## config.mk

```make
export PLATFORM = sky130hd
export DESIGN_NAME = alarm_arbiter
export DESIGN_NICKNAME = d
export VERILOG_FILES = /design/src/rtl/alarm_arbiter.sv
export SDC_FILE = /design/constraint.sdc
export NUM_CORES = 1
export LEC_CHECK = 0
export BUFFER_PORTS_ARGS = -buffer_cell sky130_fd_sc_hd__buf_2
export CAP_MARGIN = 10
export CORE_ASPECT_RATIO = 1.1
export CORE_MARGIN = 5
export CORE_UTILIZATION = 50
export CTS_BUF_LIST = sky130_fd_sc_hd__clkbuf_8
export CTS_CLUSTER_SIZE = 8
export DETAILED_ROUTE_END_ITERATION = 7
export HOLD_SLACK_MARGIN = 0.02
export PLACE_DENSITY = 0.77
export RECOVER_POWER = 100
export REMOVE_ABC_BUFFERS = 1
export SYNTH_ARGS = -nofsm -noshare
export SYNTH_HDL_FRONTEND = slang
export SYNTH_SLANG_ARGS = --single-unit
```

## constraint.sdc

```tcl
create_clock -name clock -period 9.4 [get_ports clock]
set_input_delay 0.94 -clock clock [delete_from_list [all_inputs] [get_ports clock]]
set_output_delay 0.94 -clock clock [all_outputs]
set_load 0.1 [all_outputs]
```

## src/rtl/alarm_arbiter.sv

```systemverilog
// alarm_arbiter
// Shares one W-bit countdown alarm between N requesters with round-robin
// ownership. The owner's timeout is loaded at grant, counted down on tick,
// and a one-cycle done pulse is returned to the owner on expiry.
//
// Ports
//   clock  : rising-edge clock
//   reset  : asynchronous active-high reset, clears all state
//   tick   : count enable (prescaler strobe, may be tied high)
//   req    : [N-1:0] per-channel request level; dropping it cancels
//   value  : [N*W-1:0] per-channel timeout, channel i at [i*W +: W]
//   grant  : [N-1:0] one-hot owner, zero when the timer is free
//   done   : [N-1:0] one-hot one-cycle expiry pulse to the owner
//   busy   : high while a channel owns the timer
//   count  : [W-1:0] remaining ticks, zero when idle
//
// state | meaning
// ------+--------------------------------------------------------------
// IDLE  | timer free; round-robin scan from ptr, load winner's value
// RUN   | counting down on tick; cancel if the owner drops req
// FIRE  | done pulse cycle; advance ptr past owner, then back to IDLE.
//       | A zero timeout enters FIRE still granted and emits done on the
//       | following edge, so done lands one edge after the grant.
module alarm_arbiter #(
  parameter int N = 4,
  parameter int W = 8
) (
  input  logic           clock,
  input  logic           reset,
  input  logic           tick,
  input  logic [N-1:0]   req,
  input  logic [N*W-1:0] value,
  output logic [N-1:0]   grant,
  output logic [N-1:0]   done,
  output logic           busy,
  output logic [W-1:0]   count
);

  localparam int PW = (N > 1) ? $clog2(N) : 1;
  localparam logic [N-1:0] ONE = N'(1);

  typedef enum logic [1:0] {IDLE, RUN, FIRE} state_t;

  state_t        state;
  logic [PW-1:0] ptr;
  logic [PW-1:0] owner;

  logic          found;
  logic [PW-1:0] win;
  logic [W-1:0]  win_val;
  logic [2*N-1:0] rot;
  logic [PW:0]   off;
  logic [PW:0]   sum;
  logic [PW-1:0] owner_nxt;

  // Rotate requests so that bit k corresponds to channel (ptr + k) mod N;
  // the lowest set bit of the rotated vector is the round-robin winner.
  always_comb begin
    found   = 1'b0;
    off     = '0;
    win_val = '0;
    rot     = {req, req} >> ptr;
    for (int k = 0; k < N; k++) begin
      if (!found && rot[k]) begin
        found = 1'b1;
        off   = (PW+1)'(k);
      end
    end
    sum = {1'b0, ptr} + off;
    if (sum >= (PW+1)'(N)) sum = sum - (PW+1)'(N);
    win = sum[PW-1:0];
    for (int c = 0; c < N; c++) begin
      if (win == PW'(c)) win_val = value[c*W +: W];
    end
  end

  assign owner_nxt = (owner == PW'(N-1)) ? '0 : owner + 1'b1;

  always_ff @(posedge clock or posedge reset) begin
    if (reset) begin
      state <= IDLE;
      ptr   <= '0;
      owner <= '0;
      grant <= '0;
      done  <= '0;
      busy  <= 1'b0;
      count <= '0;
    end else begin
      case (state)
        IDLE: begin
          if (found) begin
            owner <= win;
            grant <= ONE << win;
            busy  <= 1'b1;
            count <= win_val;
            state <= (win_val != '0) ? RUN : FIRE;
          end
        end
        RUN: begin
          // Cancel wins over an expiry at the same edge.
          if (!req[owner]) begin
            grant <= '0;
            busy  <= 1'b0;
            count <= '0;
            ptr   <= owner_nxt;
            state <= IDLE;
          end else if (tick && count != '0) begin
            if (count == W'(1)) begin
              done  <= ONE << owner;
              grant <= '0;
              busy  <= 1'b0;
              count <= '0;
              state <= FIRE;
            end else begin
              count <= count - 1'b1;
            end
          end
        end
        FIRE: begin
          if (busy) begin
            // Zero timeout: still granted, expire now.
            done  <= ONE << owner;
            grant <= '0;
            busy  <= 1'b0;
          end else begin
            done  <= '0;
            ptr   <= owner_nxt;
            state <= IDLE;
          end
        end
        default: state <= IDLE;
      endcase
    end
  end

endmodule

```

# == Word-level counts from Yosys, hierarchy flattened ==
# Index checks and enable logic that the tools add are counted.
# Widths: inputs -> output; s select.
# classes
n_shift,3
reduce_logical,21
mux,46
n_addsub,4
n_lt_le_gt_ge,2
eq_ne,16
# ops
operator,count
$mux 8,8
$mux 4,9
$mux 2,10
$pmux 8 s2,1
$reduce_bool 8->1,2
$ne 2x2->1 const B,7
$pmux 4 s3,1
$reduce_and 4->1,3
$mux 1,10
$eq 2x2->1 const B,4
$eq 8x1->1 const B,1
$pmux 4 s2,1
$shl 1x2->4 const A,2
$shr 8x2->4,1
$sub 8x1->8 const B,1
$mux 3,2
$ne 3x3->1 const B,2
$pmux 2 s3,1
$reduce_and 3->1,2
$reduce_and 5->1,1
$eq 2x1->1 const B,2
$logic_and 1x1->1,4
$logic_not 2->1,2
$pmux 2 s2,1
other kinds (11),14
# word_totals
word_cells,99
regBits,23
input_bits,39

# == Longest topological paths before layout ==
# logic_depth
depth_word,23
ltp_mapped,12
ltp_nobuf,12

# == Worst setup path after synthesis ==
# OpenSTA, ideal clock, no wires.
# synth_timing
path_type,input port to flip-flop
from,input port req[2]
to,register state[0]
slack_ps,5583
setup_ps,121
required_ps,9279
t_arrival_ps,3696
path_buffers,1
stages,11
cell_sequence,buf_6 -> or4_2 -> o211ai_1 -> ha_1 -> xnor2_2 -> xor2_4 -> mux2i_1 -> o22ai_1 -> nor4_1 -> or4b_1 -> a22o_1
# synth_via
elab_chain_len,23
elab_cells_between_ends,37
classes_between,2 x add/sub; 1 x order compare; 6 x eq/ne; 1 x shift; 18 x mux; 9 x reduce/logical
# synth_rtl
element,line_no,source
from (decl),31,"input logic [N-1:0] req,"
$shr 8x2->4,62,"rot = {req, req} >> ptr;"
$mux 1,64,if (!found && rot[k]) begin
$logic_not 1->1,64,
$logic_and 1x1->1,64,
$mux 1,64,
$logic_not 1->1,64,
$logic_and 1x1->1,64,
$mux 1,64,
[... 4 more ...],n/a,
$ge 3x3->1 / $sub 2x1->2 (equally long branches),70,if (sum >= (PW+1)'(N)) sum = sum - (PW+1)'(N);
$mux 2,70,
$logic_not 2->1,73,if (win == PW'(c)) win_val = value[c*W +: W];
$mux 8 (4 in a row),73,
$reduce_bool 8->1,96,state <= (win_val != '0) ? RUN : FIRE;
$mux 2,96,
$mux 2,91,if (found) begin
$pmux 2 s3,89,case (state)
to (signal assigned),96,
to (decl),44,state_t state;
# Parallel ways exist; a longest one is shown, timed or not. The select of a mux whose other input is x is not followed.
# A chain may end at the register's enable or synchronous reset.

# == Worst setup path in the final report ==
# Ends and elaborated chain as after synthesis.

==> reports/results.ini <==
[run_status]
status = finished, final reports clean

[layout]
fill_cells = 368
nets = 317
drive_gt1_frac = 0.1842
mostFrequentLayoutCells = buf_2 (37), nand2_1 (29), dfrtp_1 (23)
antenna_cells = 0
area_growth_pct = 15.15
final_common_cell = buf_2

[timing]
fmax_mhz = 213.8
finClkSkew_ns = 0.005193
final_hold_viol_count = 0
maxSlewHeadroom = 0.07321
finalSetupTns_ns = 0
rsz0062_at_grt = no
finalCritPeriodShare = 0.4976
tightest_slew_ns = 1.385
finalWorstPathRequiredPeriod_ns = 4.677
setup_viol = 0
final_max_slew_viol_count = 0

[clock_tree]
cts_buffers = 3
ctsHoldBuffers = 0
cts_sinks = 23
cts_post_setup_buffers_inserted = 0
clkTransAtPathRegs_ns = 0.09
h-tree-depth = 1
insertion_delay_ns = 0.27
root_buffer = clkbuf_8
cts_resized = 0
cts_tree = done
clock_path_buffers = 2

[synth]
ys_async_sr_fraction = 1.000
synthFlopType = dfrtp_1
ys_seq_elements = 23
syn_area_sq_um = 1833
yosysUniqueCellTypes = 50
synth_warnings = 0
ys_seq_area_frac = 0.3140
syn_area_per_cell_sq_um = 8.526
synth_edf_count = 0
synthCells = 215

[drt]
first_iter_violations = 124
drt_wl_total_mm = 4.466
drtAntennaViolNets = 0
wire_per_inst_microns = 14.13
avgViaCountPerCell = 5.668
drtPass1Iterations = 4
vias = 1791
drc = 0

[min_path]
hp-class = reg2reg
holdPathEnd = grant[0]$_DFFE_PP0P_
hp-start = grant[0]$_DFFE_PP0P_
holdPathStages = 2

[grt]
grt_overflow_total = 0
grt_max_degree = 24
grt_pass1_wl_mm = 7.458
antenna_found_initial = 0
grt_pass1_vias = 1648
grt_util_all_layers = 0.1926

[die]
num_io_pins = 56
rows = 23
coreArea_sq_um = 3597
die_h_microns = 73.50
initial_core_util = 0.5096
die-area_sq_um = 4978
die_w_microns = 67.73

[setup_path]
cp.arrival_ns = 4.84
path_delay_family = simple AND/OR/NAND/NOR gates
reg2reg_to = state[0]$_DFFE_PP0P_
rrSetupSlack_ns = 5.03
r2r-start = ptr[0]$_DFFE_PP0P_
setup.worst_path.end_class = register
cp_slowest_cell = xor2_1
critical_path.cell_chain = clkbuf_1, or4_2, o211ai_1, ha_1, xnor2_1, xor2_1, mux2i_1, o22ai_1, nor4_1, or4b_1, a22o_1
rr_worst_depth = 10
cp_num_buf_inv = 1
cp-start-kind = input port
worstSetupPathType = in2reg
slowest_delay_ns = 1.10
worst-path-max-fanout = 18
cp.required_ns = 9.57

[placement]
io_buffers = 55
dp_hpwl_mm = 3.510
routabilityCongestion = 0.8440

[job]
maxCapViolCount = 0

[worst max path at each step]
stage               slack, ns  cells past startpoint                   end   start
floorplan                5.56                     10  state[0]$_DFFE_PP0P_  req[2]
global placement         5.21                     11  state[0]$_DFFE_PP0P_  req[2]
detailed placement       5.17                     11  state[0]$_DFFE_PP0P_  req[2]
CTS                      5.46                     11  state[0]$_DFFE_PP0P_  req[2]
global route             4.37                     11  state[0]$_DFFE_PP0P_  req[2]
finish                   4.72                     11  state[0]$_DFFE_PP0P_  req[2]
[state kept, by name (all words and copies together), names as in the netlist]
| register | cells |
|---|---|
| count | 8 |
| done | 4 |
| grant | 4 |
| owner | 2 |
| ptr | 2 |
| state | 2 |
| busy | 1 |
[logic make-up (layout without fill, tap and decap cells)]
logic type,count (synthesis),count (layout),share of synthesized area
AO/OA/AOI/OAI,62,62,0.2335
XOR/XNOR,3,3,0.02867
adder cells (fa/ha/maj),11,11,0.07508
buffers and inverters,25,76,0.06758
flip-flops,23,23,0.3140
multiplexers,10,10,0.06894
AND/OR/NAND/NOR,81,81,0.2123
[layout make-up]
class | count | area [sq um] | area share
Clock inverter | 1 | 7.507 | 0.003557
Clock buffer | 3 | 41.29 | 0.01956
Inverter | 17 | 63.81 | 0.03023
Multi-Input combinational cell | 167 | 1107 | 0.5246
Tap cell | 50 | 62.56 | 0.02964
Sequential cell | 23 | 575.6 | 0.2727
Timing Repair Buffer | 55 | 252.7 | 0.1197
[worst register-to-register path, cell delays in order (launching register included)]
cell      delay [ns]
dfrtp_1         0.52
or4_2           0.70
o211ai_1        0.10
ha_1            0.18
xnor2_1         0.17
xor2_1          1.10
mux2i_1         0.30
o22ai_1         0.12
nor4_1          0.35
or4b_1          0.49
a22o_1          0.21
[stage by stage]
stage | instances | utilization | setup slack (ns) | area, sq um | hold WS [ns]
final | 316 | 0.5868 | 4.723 | 2111 | 0.4877
after CTS | 316 | 0.6003 | 5.455 | 2160 | 0.4908
after global placement | 312 | 0.5868 | 5.214 | 2111 | 0.4598
after global routing | 316 | 0.5868 | 4.367 | 2111 | 0.5228
after floorplan | 207 | - | 5.561 | 1773 | 0.5312
after detailed placement | 312 | 0.5868 | 5.174 | 2111 | 0.4646
[synthesized netlist by cell type (2+ instances only)]
library cell | count | share of area
o32ai_1 | 2 | 0.0096
nor2_1 | 16 | 0.033
a21oi_1 | 13 | 0.035
clkbuf_1 | 2 | 0.0041
o211ai_1 | 6 | 0.025
inv_1 | 17 | 0.035
dfrtp_1 | 23 | 0.31
and3_1 | 2 | 0.0068
nand2_1 | 29 | 0.059
o21ai_0 | 13 | 0.035
mux2i_1 | 7 | 0.038
nand2b_1 | 2 | 0.0068
nor4_1 | 5 | 0.017
buf_6 | 3 | 0.018
nand3_1 | 11 | 0.030
o41ai_1 | 4 | 0.019
o22a_1 | 2 | 0.0096
ha_1 | 11 | 0.075
buf_2 | 2 | 0.0055
nor3_1 | 5 | 0.014
o22ai_1 | 6 | 0.020
mux4_2 | 2 | 0.025
o21ai_1 | 5 | 0.014
[layer usage]
metal / GRT usage / routed length, microns / vias to the layer above
li1: - / - / 892
met4: 0.06081 / 71 / 0
met2: 0.2962 / 2148 / 61
met5: 0 / 0 / -
met3: 0.03211 / 267 / 7
met1: 0.2740 / 1979 / 831
Power is left out: the tool's default activity adds up to more than one toggle a clock period on the data nets, which glitch-free logic cannot reach.
